[config.mk]
export PLATFORM = sky130hd
export DESIGN_NAME = seg_display_ctrl
export DESIGN_NICKNAME = d
export VERILOG_FILES = /design/src/rtl/seg_display_ctrl_pkg.sv /design/src/rtl/seg_display_ctrl_seg7_decoder.sv /design/src/rtl/seg_display_ctrl.sv
export SDC_FILE = /design/constraint.sdc
export NUM_CORES = 1
export LEC_CHECK = 0
export ABC_AREA = 0
export CAP_MARGIN = 20
export CORE_ASPECT_RATIO = 1.5
export CORE_MARGIN = 1.5
export CORE_UTILIZATION = 45
export CTS_CLUSTER_SIZE = 8
export DETAILED_ROUTE_END_ITERATION = 10
export MAX_ROUTING_LAYER = met4
export PLACE_DENSITY_LB_ADDON = 0.25
export SLEW_MARGIN = 20
export SYNTH_ARGS = -nofsm -noshare
export SYNTH_HDL_FRONTEND = slang
export SYNTH_SLANG_ARGS = --single-unit
[constraint.sdc]
create_clock -name clk -period 3.85 [get_ports clk]
set_input_delay 1.155 -clock clk [delete_from_list [all_inputs] [get_ports clk]]
set_output_delay 1.155 -clock clk [all_outputs]
set_load 0.05 [all_outputs]
[src/rtl/seg_display_ctrl_pkg.sv]
// Shared nibble codes and active-low segment patterns ({g,f,e,d,c,b,a}) for the
// multiplexed seven-segment display controller.
package seg_display_ctrl_pkg;

    localparam logic [3:0] CODE_DASH  = 4'hA;
    localparam logic [3:0] CODE_BLANK = 4'hE;
    localparam logic [3:0] CODE_ERR   = 4'hF;

    localparam logic [6:0] SEG_0     = 7'b1000000;
    localparam logic [6:0] SEG_1     = 7'b1111001;
    localparam logic [6:0] SEG_2     = 7'b0100100;
    localparam logic [6:0] SEG_3     = 7'b0110000;
    localparam logic [6:0] SEG_4     = 7'b0011001;
    localparam logic [6:0] SEG_5     = 7'b0010010;
    localparam logic [6:0] SEG_6     = 7'b0000010;
    localparam logic [6:0] SEG_7     = 7'b1111000;
    localparam logic [6:0] SEG_8     = 7'b0000000;
    localparam logic [6:0] SEG_9     = 7'b0010000;
    localparam logic [6:0] SEG_DASH  = 7'b0111111;
    localparam logic [6:0] SEG_ERR   = 7'b0001110;
    localparam logic [6:0] SEG_BLANK = 7'b1111111;

endpackage

[src/rtl/seg_display_ctrl_seg7_decoder.sv]
// Purely combinational nibble-code to active-low seven-segment decode.
module seg7_decoder
    import seg_display_ctrl_pkg::*;
(
    input  logic [3:0] code,
    output logic [6:0] seg
);

    always_comb begin
        seg = SEG_BLANK;
        case (code)
            4'h0:      seg = SEG_0;
            4'h1:      seg = SEG_1;
            4'h2:      seg = SEG_2;
            4'h3:      seg = SEG_3;
            4'h4:      seg = SEG_4;
            4'h5:      seg = SEG_5;
            4'h6:      seg = SEG_6;
            4'h7:      seg = SEG_7;
            4'h8:      seg = SEG_8;
            4'h9:      seg = SEG_9;
            CODE_DASH: seg = SEG_DASH;
            CODE_ERR:  seg = SEG_ERR;
            default:   seg = SEG_BLANK;
        endcase
    end

endmodule

[src/rtl/seg_display_ctrl.sv]
// Byte-fed multiplexed seven-segment controller: shadow buffer filled from a UART
// receiver, display buffer snapshotted once per frame, dead-time blanking per slot.
module seg_display_ctrl
    import seg_display_ctrl_pkg::*;
#(
    parameter int NUM_DIGITS  = 4,
    parameter int REFRESH_DIV = 16,
    parameter int DEAD_CYCLES = 2
) (
    input  logic                  clk,
    input  logic                  reset,
    input  logic                  rx_valid,
    input  logic [7:0]            rx_data,
    input  logic                  rx_perror,
    input  logic                  rx_ferror,
    output logic [NUM_DIGITS-1:0] anodes,
    output logic [6:0]            led_out,
    output logic                  frame_start
);

    localparam int BUF_W  = NUM_DIGITS * 4;
    localparam int SLOT_W = (REFRESH_DIV > 1) ? $clog2(REFRESH_DIV) : 1;
    localparam int IDX_W  = $clog2(NUM_DIGITS);

    localparam logic [SLOT_W-1:0] SLOT_LAST = SLOT_W'(REFRESH_DIV - 1);
    localparam logic [SLOT_W-1:0] SLOT_DEAD = SLOT_W'(DEAD_CYCLES);
    localparam logic [IDX_W-1:0]  IDX_LAST  = IDX_W'(NUM_DIGITS - 1);
    localparam logic [BUF_W-1:0]  BUF_BLANK = {NUM_DIGITS{CODE_BLANK}};
    localparam logic [BUF_W-1:0]  BUF_ERR   = {NUM_DIGITS{CODE_ERR}};

    logic [SLOT_W-1:0]     slot_q, slot_d;
    logic [IDX_W-1:0]      idx_q, idx_d;
    logic [BUF_W-1:0]      shadow_q, shadow_d;
    logic [BUF_W-1:0]      disp_q, disp_d;
    logic [NUM_DIGITS-1:0] anodes_q, anodes_d;
    logic [6:0]            led_q, led_d;
    logic                  frame_start_q, frame_start_d;

    logic       frame_edge;
    logic [3:0] cur_code;
    logic [6:0] cur_seg;

    // The counters name the slot whose outputs are registered on the next edge,
    // so the snapshot is taken on the same edge that raises frame_start. A byte
    // sampled on that edge is in the snapshot; one arriving during the
    // frame_start cycle lands on the following edge and waits a frame.
    always_comb begin
        slot_d = slot_q + 1'b1;
        idx_d  = idx_q;
        if (slot_q == SLOT_LAST) begin
            slot_d = '0;
            idx_d  = (idx_q == IDX_LAST) ? '0 : idx_q + 1'b1;
        end

        frame_edge = (slot_q == '0) && (idx_q == '0);

        shadow_d = shadow_q;
        if (rx_perror || rx_ferror) begin
            shadow_d = BUF_ERR;
        end else if (rx_valid) begin
            shadow_d      = shadow_q << 8;
            shadow_d[7:0] = rx_data;
        end

        disp_d   = frame_edge ? shadow_d : disp_q;
        cur_code = disp_d[{idx_q, 2'b00} +: 4];
    end

    seg7_decoder u_decoder (
        .code (cur_code),
        .seg  (cur_seg)
    );

    // Blank codes keep their anode off too, so an empty display never strobes.
    always_comb begin
        anodes_d      = '1;
        led_d         = SEG_BLANK;
        frame_start_d = frame_edge;
        if ((slot_q >= SLOT_DEAD) && (cur_seg != SEG_BLANK)) begin
            anodes_d[idx_q] = 1'b0;
            led_d           = cur_seg;
        end
    end

    always_ff @(posedge clk or posedge reset) begin
        if (reset) begin
            slot_q        <= '0;
            idx_q         <= '0;
            shadow_q      <= BUF_BLANK;
            disp_q        <= BUF_BLANK;
            anodes_q      <= '1;
            led_q         <= SEG_BLANK;
            frame_start_q <= 1'b0;
        end else begin
            slot_q        <= slot_d;
            idx_q         <= idx_d;
            shadow_q      <= shadow_d;
            disp_q        <= disp_d;
            anodes_q      <= anodes_d;
            led_q         <= led_d;
            frame_start_q <= frame_start_d;
        end
    end

    assign anodes      = anodes_q;
    assign led_out     = led_q;
    assign frame_start = frame_start_q;

endmodule

==> impl_metrics.tcl <==
set metrics [dict create \
    status "completed" \
    dr.pass1.iters 5 \
    place_hpwl_mm 3.92 \
    post-cts-setup-buffers 0 \
    clock_sinks 50 \
    hold_viol_final 0 \
    synth_edf_count 0 \
    power_mw 0.954 \
    ioPinCount 25 \
    cts_hold_buf 0 \
    synthCells 255 \
    setup_viol_count_final 0 \
    grt-ovfl-total 0 \
    finalInstanceArea_sq_um 3090 \
    start_kind "primary input" \
    path_cells "clkdlybuf4s50_1 -> buf_4 -> mux2i_1 -> and3_1 -> o32ai_1 -> buf_4 -> nor2_1 -> or2_2 -> inv_1 -> ha_1 -> nand3_1 -> a21boi_0 -> o22a_1" \
    ant_nets 0 \
    cp_top_family "buffers and inverters" \
    avgRoutedWirePerCell_um 14.8 \
    cts_tree "done" \
    finalMaxSlewViolations 0 \
    worstPathRequired_ns 4.08 \
    ir_worst_vdd_v 0.000194 \
    antenna_cells 0 \
    avgSynthCellArea_sq_um 10.4 \
    yosysWarnings 0 \
    p_leak_nw 1.27 \
    rsz0062_at_grt "no" \
    worstSetupEndpointType "flip-flop" \
    placed_cells 351 \
    crit_top_cell "buf_4" \
    ctsResizeCount 0 \
    syn_area_sq_um 2640 \
    cts_root_buf "clkbuf_8" \
    dpl-instance-area_sq_um 2990 \
    cts_buffers 5 \
    gp_congestion 0.913 \
    fp.dieH_um 96.9 \
    insertion_delay_ns 0.30 \
    grt_max_degree 45 \
    die_w_um 65.6 \
    cts_max_path_buffers 2 \
    period_needed_ns 3.54 \
    hp-class "flip-flop to flip-flop" \
    drv_cap 0 \
    finalWirelength_mm 5.32 \
    ys_types 49 \
    core-area_sq_um 5740 \
    rows 34 \
    slew_headroom_pct 41.4 \
    syn_to_final_growth_pct 17.0 \
    crit_type "primary input to flip-flop" \
    tightestPinTransition_ns 0.878 \
    drt_drc_violations_left 0 \
    final_common_cell "nor2_1" \
    start_util_pct 46.0 \
    vias_per_cell 5.40 \
    period_share_pct 92.0 \
    ys_ff_latch 50 \
    synth-main-ff-cell "dfstp_2" \
    grt_pass1_vias 2044 \
    place_ws_ns -0.0167 \
    critPathBufInv 4 \
    antenna_found_initial 0 \
    syn-num-nets 281 \
    critPathMaxFanout 8 \
    layout_common_cells "nor2_1 (39), dfstp_2 (35), clkdlybuf4s50_1 (24), nand2_1 (23), mux2i_1 (16)" \
    ctsHtreeMaxLevel 2 \
    gr-usage-all-layers_pct 19.2 \
    setup_slack_ns 0.307 \
    drive_above_1_share_pct 25.4 \
    grt_pass1_wl_mm 9.31 \
    skew_ns 0.00484 \
    critPathMaxStageDelay_ns 0.45 \
    async_reset_ff_share_pct 100 \
    fmaxAchievable_ghz 0.282 \
    slowest_stage "clkdlybuf4s50_1" \
    dieArea_sq_um 6350 \
    drt_first_iter_violations 98 \
    critPathArrivalTime_ns 3.77 \
    ys_seq_area_share_pct 49.0 \
    power_density_nw_per_um2 308 \
    vias 1937 \
    layout.nets 312 \
    finalNonFillerCells 359 \
    portBuffers 24 \
    cts.clk_slew.worst_paths_ns 0.09 \
]
-- logic make-up (layout without fill, tap and decap cells) --
family	Yosys count	in the layout	share of synthesized area [%]
AOI/OAI and AO/OA	58	58	15.2
adders and majority gates	13	13	6.15
buffers and inverters	24	56	6.01
and+or+nand+nor	91	91	15.9
DFF	50	50	49.0
xor gates and xnor gates	1	1	0.331
muxes	18	18	7.34
-- report_power, final --
part	internal, mW	switching [mW]	total, mW
combinational	0.0320	0.0407	0.0727
clock	0.168	0.170	0.338
sequential	0.540	0.00376	0.544
total	0.740	0.214	0.954
-- stage by stage --
stage          setup TNS (ns)  utilization [%]  hold slack, ns
2_1_floorplan               0                -           0.449
3_3_place_gp                0             52.0           0.472
3_5_place_dp          -0.0167             52.0           0.486
4_1_cts                     0             53.9           0.502
5_1_grt                     0             53.9           0.521
6_report                    0             53.9           0.496
-- cell usage after synthesis (5+ instances only) --
library cell	number	area share (%)
a21oi_1	12	2.3
a31oi_1	5	1.2
and3_1	6	1.4
dfrtp_1	15	14
dfstp_2	35	35
ha_1	13	6.2
inv_1	8	1.1
mux2i_1	16	6.1
nand2_1	23	3.3
nand3_1	6	1.1
nor2_1	39	5.5
o21ai_0	13	2.5
-- cell type report --
type	count	area, sq um
Fill cell	536	2650
Sequential cell	50	1290
Multi-Input combinational cell	181	1200
Timing Repair Buffer	39	365
Clock buffer	7	97.6
Tap cell	72	90.1
Inverter	9	33.8
Clock inverter	1	7.51
-- per-layer routing --
metal	up-vias	share of wire, %	GRT usage (%)
met5	-	0	-
met4	0	1.5	6.41
met3	8	3.8	3.49
met2	46	52	32.6
met1	929	42	22.5
li1	954	-	-
-- path summary, 6_finish.rpt --
path / endpoint / start / slack [ns] / depth (start not counted)
min in group asynchronous: slot_q[1]$_DFF_PP0_ / reset / 1.36 / 2
hold reg to reg: slot_q[0]$_DFF_PP0_ / slot_q[0]$_DFF_PP0_ / 0.50 / 1
setup / recovery: led_out[4]$_DFF_PP1_ / rx_valid / 0.31 / 13
hold / removal: slot_q[0]$_DFF_PP0_ / slot_q[0]$_DFF_PP0_ / 0.50 / 1
max in group asynchronous: led_out[4]$_DFF_PP1_ / reset / 1.79 / 3
setup reg to reg: led_out[4]$_DFF_PP1_ / idx_q[0]$_DFFE_PP0N_ / 0.47 / 14
-- registers in the layout, summed over array words and instances, names as in the netlist --
name and flops:
idx_q 2, slot_q 4, anodes 4, disp_q 16, shadow_q 16, led_out 7, frame_start 1
(Power assumes the default switching activity.)
